## src/rtl/fetch_stage.sv

```systemverilog
// Fetch stage: PC register, next-PC select, boot fill masking and IF/ID pipeline register.
// Optional misaligned-redirect trap is enabled by defining FETCH_MISALIGN_TRAP_EN.
module fetch_stage #(
    parameter logic [31:0] RESET_PC    = 32'h0000_0000,
    parameter int unsigned BOOT_CYCLES = 1,
    parameter logic [31:0] TRAP_PC     = 32'h0000_0100,
    parameter logic [31:0] NOP_INSTR   = 32'h0000_0013
) (
    input  logic        clk,
    input  logic        reset,
    input  logic        StallF,
    input  logic        StallD,
    input  logic        FlushD,
    input  logic        PCSrcE,
    input  logic [31:0] PCTargetE,
    input  logic [31:0] PCPlus4F,
    input  logic [31:0] InstrF,
    output logic [31:0] PCF,
    output logic [31:0] InstrD,
    output logic [31:0] PCD,
    output logic [31:0] PCPlus4D,
    output logic        ValidD,
    output logic        TrapD,
    output logic [31:0] TrapPCD
);

    localparam int unsigned CNT_W = (BOOT_CYCLES > 1) ? $clog2(BOOT_CYCLES) : 1;
    localparam logic [CNT_W-1:0] BOOT_LAST = CNT_W'(BOOT_CYCLES - 1);

`ifdef FETCH_MISALIGN_TRAP_EN
    typedef enum logic [1:0] {BOOT = 2'd0, RUN = 2'd1, TRAP = 2'd2} state_t;
`else
    typedef enum logic [1:0] {BOOT = 2'd0, RUN = 2'd1} state_t;
`endif

    state_t           state;
    logic [CNT_W-1:0] boot_cnt;
    logic [31:0]      redirect_pc;

`ifdef FETCH_MISALIGN_TRAP_EN
    logic misalign;
    assign redirect_pc = PCTargetE;
    assign misalign    = PCSrcE && (PCTargetE[1:0] != 2'b00);
`else
    // Without the trap, low target bits are dropped so PCF stays word aligned.
    logic unused_cfg;
    assign redirect_pc = {PCTargetE[31:2], 2'b00};
    assign unused_cfg  = ^{PCTargetE[1:0], TRAP_PC};
    assign TrapD       = 1'b0;
    assign TrapPCD     = 32'h0000_0000;
`endif

    always_ff @(posedge clk) begin
        if (reset) begin
            state    <= BOOT;
            boot_cnt <= '0;
            PCF      <= RESET_PC;
            InstrD   <= NOP_INSTR;
            PCD      <= '0;
            PCPlus4D <= '0;
            ValidD   <= 1'b0;
`ifdef FETCH_MISALIGN_TRAP_EN
            TrapD    <= 1'b0;
            TrapPCD  <= '0;
`endif
        end else begin
`ifdef FETCH_MISALIGN_TRAP_EN
            TrapD <= 1'b0;
`endif
            case (state)
                // Fill cycles: hold PC, push bubbles, ignore hazard controls.
                BOOT: begin
                    PCF      <= RESET_PC;
                    InstrD   <= NOP_INSTR;
                    PCD      <= '0;
                    PCPlus4D <= '0;
                    ValidD   <= 1'b0;
                    boot_cnt <= boot_cnt + CNT_W'(1);
                    if (boot_cnt == BOOT_LAST) begin
                        state <= RUN;
                    end
                end
                RUN: begin
`ifdef FETCH_MISALIGN_TRAP_EN
                    if (misalign) begin
                        state    <= TRAP;
                        TrapPCD  <= PCTargetE;
                        InstrD   <= NOP_INSTR;
                        PCD      <= '0;
                        PCPlus4D <= '0;
                        ValidD   <= 1'b0;
                    end else
`endif
                    begin
                        // Redirect beats stall so a resolved branch is never lost.
                        if (PCSrcE) begin
                            PCF <= redirect_pc;
                        end else if (!StallF) begin
                            PCF <= PCPlus4F;
                        end
                        if (FlushD) begin
                            InstrD   <= NOP_INSTR;
                            PCD      <= '0;
                            PCPlus4D <= '0;
                            ValidD   <= 1'b0;
                        end else if (!StallD) begin
                            InstrD   <= InstrF;
                            PCD      <= PCF;
                            PCPlus4D <= PCPlus4F;
                            ValidD   <= 1'b1;
                        end
                    end
                end
`ifdef FETCH_MISALIGN_TRAP_EN
                TRAP: begin
                    state    <= RUN;
                    PCF      <= TRAP_PC;
                    TrapD    <= 1'b1;
                    InstrD   <= NOP_INSTR;
                    PCD      <= '0;
                    PCPlus4D <= '0;
                    ValidD   <= 1'b0;
                end
`endif
                default: begin
                    state <= BOOT;
                end
            endcase
        end
    end

endmodule

```

## config.mk

```make
export PLATFORM = sky130hd
export DESIGN_NAME = fetch_stage
export DESIGN_NICKNAME = d
export VERILOG_FILES = /design/src/rtl/fetch_stage.sv
export SDC_FILE = /design/constraint.sdc
export NUM_CORES = 1
export LEC_CHECK = 0
export ABC_CLOCK_PERIOD_IN_PS = 1400
export BUFFER_PORTS_ARGS = -buffer_cell sky130_fd_sc_hd__buf_2
export CORE_ASPECT_RATIO = 1.2
export CORE_MARGIN = 10
export CORE_UTILIZATION = 41
export CTS_CLUSTER_DIAMETER = 40
export DETAILED_ROUTE_END_ITERATION = 8
export GPL_TIMING_DRIVEN = 0
export PLACE_DENSITY = 0.78
export SYNTH_ARGS = -nofsm -noshare
export SYNTH_HDL_FRONTEND = slang
export SYNTH_SLANG_ARGS = --single-unit
```

## constraint.sdc

```tcl
create_clock -name clk -period 1.4 [get_ports clk]
set_clock_uncertainty 0.1 [all_clocks]
set_input_delay 0.07 -clock clk [delete_from_list [all_inputs] [get_ports clk]]
set_output_delay 0.07 -clock clk [all_outputs]
set_load 0.02 [all_outputs]
```

### After elaboration in Yosys (flattened, before gate mapping)

Cells that the tools add are included.

| word-level totals | value |
|---|---|
| flip-flop bits (word level) | 132 |
| latch bits | 0 |
| bits in writable memories | 0 |
| memory bits (read-only) | 0 |
| input port bits | 102 |
| memories kept | 0 |

| operators by class | value |
|---|---|
| $add $sub $neg | 1 |
| multipliers | 0 |
| divide/modulo/power cells | 0 |
| order comparisons | 0 |
| eq/ne operators | 4 |
| shift operators | 0 |
| multiplexer cells | 17 |
| bitwise gates (word level) | 1 |
| reduce and logical (&&, ||, !) cells | 5 |

Operators by type and width:

| operator | count |
|---|---|
| two-way mux 32 bit | 8 |
| case mux 32 bit (2 select lines) | 4 |
| != test 3 bit (second input constant) | 2 |
| AND reduction 2 bit | 3 |
| case mux 2 bit (2 select lines) | 1 |
| == test 2 x 1 -> 1 bit (second input constant) | 1 |
| zero test 2 bit | 1 |
| two-way mux 1 bit | 2 |
| two-way mux 2 bit | 1 |
| != test 2 bit (second input constant) | 1 |
| case mux 1 bit (2 select lines) | 1 |
| nonzero test 2 bit | 1 |
| adder 1 bit (second input constant) | 1 |
| inverter 1 bit | 1 |

### Depth between registers and ports, before layout

| logic depth | value |
|---|---|
| depth after elaboration | 3 |
| depth in mapped cells | 5 |
| mapped depth without buffers | 2 |

### Least setup slack after synthesis

OpenSTA, ideal clock, no wires.

| timing path | value |
|---|---|
| path kind | reg-to-reg |
| from | register state[0] |
| to | register InstrD[0] |
| library setup time | 120 ps |
| data arrival time | 1205 ps |
| required time | 1180 ps |
| setup slack | -25 ps |
| stages on the path, launching flop included | 5 |
| buffers on the path | 2 |
| period minus slack after synthesis | 1425 ps |
| path through | dfxtp_1 > or3b_1 > buf_2 > buf_6 > a211o_1 |

| between the ends | value |
|---|---|
| word-level cells in the longest chain between the ends | 3 |
| elaborated cells on any way between the ends | 6 |
| classes of those cells | eq/ne (2); mux (1); reduce/logical (3) |

RTL lines:

| what | line | text |
|---|---|---|
| from (decl) | 36 | `state_t state;` |
| from (signal assigned) | 55 | `state <= BOOT;` |
| from (signal assigned) | 80 | `state <= RUN;` |
| from (signal assigned) | 126 | `state <= BOOT;` |
| == test 2 x 1 -> 1 bit or zero test 2 bit (tied branches) | 70 | `case (state)` |
| != test 3 bit (no source line) or nonzero test 2 bit (tied branches) | - |  |
| AND reduction 2 bit (no source line) | - |  |
| to (signal assigned) | 107 | `InstrD <= InstrF;` |
| to (decl) | 19 | `output logic [31:0] InstrD,` |

Parallel ways exist; a longest one is shown, timed or not.
A chain may end at the register's enable or synchronous reset.

### Worst setup path in the final report

Same ends and word-level chain as after synthesis.

==> results.txt <==
For the part of the power in the clock network, the log shows 0.480. The longest clock path from root to sink contains 2 buffers. A synthesized cell averages 10.5 µm².

The area growth from synthesis to layout is 64.2%. In the routed layout, each cell is associated on average with a via count of 4.67. The internal portion of the total power is 7.71 mW. Summed over all layers, the routed wires come to 19100 µm. The total number of vias is 4912.

Summed over all instances, the cell type with the most area after synthesis is dfxtp_1. Setup repair after global routing could not meet its margin everywhere. The HPWL after detailed placement is 12700 µm. The logs give 0 for the post-route antenna net violation count and 1600 ps for the data arrival time of the critical path. Clock tree root driver cell: clkbuf_16. Highest-delay cell along the critical path: or3b_4. In this run the count of I/O pins placed on the die edge is 264. After synthesis, the cell types taking the most area are dfxtp_1 51%, mux2i_1 24%, nor2_1 6.8%. The number of cells traversed by the worst register-to-register path is 3, and the placed cell count is 914.

For this run, design rule violations remaining after detail routing come to 0. The floorplan step set the die height to 143 µm. For the worst-case hold slack, the log shows -0.220 ps.

Max-cap violations in this run came to 0. The sequential share of power is 0.384. Of all nets on the critical path, the largest fanout is 8.

Entering global routing, the biggest net connects 17 pins. The power density of the placed cells was 1190 mW/mm². The highest layer touched by signal routing is met4. Timing analysis after detailed placement gives a worst setup slack of -111 ps. In the detailed route, the total length drawn on met2 is 9560 µm. The run finished, with violations left. The count of final max-slew check failures came out at 0. The headroom to the max-slew limit was 0.617; the net load switching power was 2.44 mW. The run gives 0.507 as the sequential share of the synthesized area. For the pin with the worst max-slew slack, the measured transition is 574 ps. The fraction of post-synthesis cell area in the top cell type by area works out to 0.507. For the number of standard cells after synthesis, the log shows 495. The share of cells above drive strength 1 is 0.391. The floorplan has 44 rows. The H-tree generated during clock tree synthesis spans 4 levels. The synthesized design contains 0 enable-type register cells. The checks that failed: negative hold slack, negative setup slack. The run gives 4 as the first-pass iteration count of the detailed router. The count of input and output buffers was 226. The leakage power total is 4.25 nW.

The finished layout holds 1052 standard cells, fillers aside. The detailed router finished its first iteration with 231 violations. The buffer and inverter count on the worst path is 1.

Critical path depth: 3. The clock transition at the registers of the reported paths came out at 60 ps. In the final routed layout, each cell accounts on average for 18.1 µm. Traced cell by cell, the critical path runs through or3b_4, buf_8, a211o_1. Most common library cell in the layout ignoring fill and taps: buf_2. The final layout contains 976 nets. The required time at the endpoint of the critical path was 1590 ps; the core region area was 0.0122 mm². The library cells used most frequently in the layout, excluding fill and tap cells, are 242 x buf_2, 130 x dfxtp_1, 125 x mux2i_1. The netlist area before placement was 0.00518 mm². For this run, the slowest stage of the critical path takes 460 ps.

The critical path class was reg -> reg. The die covers 0.0175 mm². Clock tree synthesis found a total of 131 sinks. The run gives 1950 µm as the wire length on met3.

The shortest period the worst path allows is 1410 ps. The smallest setup slack after layout was -10.2 ps. The worst hold path belongs to the class in -> reg. Setup violations remaining at the end of the flow were counted as 3. Clock tree synthesis inserted a total of 17 buffers. Counting instances, the worst hold path has a depth of 3. The width of the die works out to 123 µm.

The congestion estimate from routability-driven global placement came to 0.832. For the via count of the first global-routing pass, the log shows 5286. The tools report the number of distinct standard cells referenced by the synthesized netlist as 18.

The part of the cycle the worst path needs is 1.01. The run gives 4 as the initial antenna violation count. The tools report the hold violation total from the final report as 1. The core utilization of the finished layout is 0.695, and the total number of yosys warnings is 0. After global routing the overflow that remains totals 0. The async set or reset register ratio after synthesis is 0, and the power share of the combinational group is 0.136. For the worst-skew pair later-pin latency, the log shows 400 ps. TritonCTS built the clock tree. The maximum resistive drop on vdd was 0.000911 V; the met1 wire length was 7000 µm. The tools report the starting utilization of the core area as 0.424.

The overall track demand over capacity in global routing is 0.207. STA classifies the critical path endpoint as a register. Proportion of total power due to net switching: 0.240. On the critical path the largest part of the delay comes from simple AND/OR/NAND/NOR gates. For the global-route wire length before repair, the log shows 28600 µm. The primary flip-flop cell chosen by synthesis mapping is dfxtp_1. The fmax was 709 MHz. The number of synthesized register bits is 131.

STA classifies the critical path startpoint as a register.
synthesized netlist by cell type (2+ instances only):
library cell and n:
buf_6 4, nor2_1 94, inv_1 3, a211oi_1 30
a211o_1 3, dfxtp_1 131, nor3_1 2, nor2b_1 33
buf_4 34, clkbuf_1 13, a21oi_1 2, mux2i_1 125
buf_1 2, buf_2 15
final timing paths:
kind / start / end / slack [ps]
worst min-delay path: reset / PCF[29] / -0.2
worst min register to register: ValidD / ValidD / 360
worst max-delay path: state[0] / InstrD[0] / -10
worst max register to register: state[0] / InstrD[0] / -10
cell families (layout without fill, tap and decap cells):
kind of cell	after synthesis	count (layout)	share of synthesized area
xor+xnor	1	1	0.00169
mux	125	125	0.242
simple gates	131	131	0.113
other cells	1	37	0.000724
compound gates	35	35	0.0505
flops	131	131	0.507
buf+inv	71	431	0.0856
through the flow:
stage / hold WS (ps) / cell area [µm²] / TNS [ps] / power (mW)
2_1_floorplan: 31.7 / 5300 / 0 / 4.66
3_3_place_gp: 162 / 6640 / -1850 / 5.02
3_5_place_dp: 168 / 6640 / -3620 / 5.03
4_1_cts: 3.77 / 8320 / -67.6 / 10.1
5_1_grt: 15.9 / 8500 / -894 / 10.5
6_report: -0.220 / 8500 / -25.1 / 10.1
final cells by class:
class / count / area (µm²)
buffer: 67 / 463
timing repair buffer: 329 / 2190
clock buffer: 19 / 443
tap: 161 / 201
sequential: 131 / 2620
antenna: 4 / 10.0
fill: 914 / 3720
multi-input combinational: 325 / 2350
inverter: 3 / 11.3
clock inverter: 13 / 206
per-layer routing:
| layer | global-route usage | vias up |
|---|---|---|
| met5 | 0 | - |
| met4 | 0.0851 | 0 |
| met3 | 0.0895 | 43 |
| met2 | 0.356 | 236 |
| met1 | 0.215 | 2261 |
| li1 | - | 2372 |
registers in the layout, indices dropped and copies added (netlist names):
name / count
InstrD: 32
PCD: 32
PCF: 32
PCPlus4D: 32
ValidD: 1
boot_cnt: 1
state: 1
worst reg2reg max path, stage by stage (launching register included):
cell,delay (ps)
dfxtp_2,330
or3b_4,460
buf_8,180
a211o_1,220
power groups by stage:
stage	clock network (mW)	logic (mW)	registers (mW)
2_1_floorplan	0	0.583	4.08
5_1_grt	5.07	1.48	3.91
3_3_place_gp	0	1.05	3.97
3_5_place_dp	0	1.06	3.97
6_report	4.87	1.38	3.90
4_1_cts	4.91	1.30	3.89
what timing repair did:
item                                    CTS  global route
resized for setup                        16            42
gates cloned                              0             2
pin swaps                                 0             9
endpoints found under the setup margin  114            81
hold buffers                             99             1
endpoints found under the hold margin    98             1
setup buffers                             2             0
(Power assumes the default switching activity.)
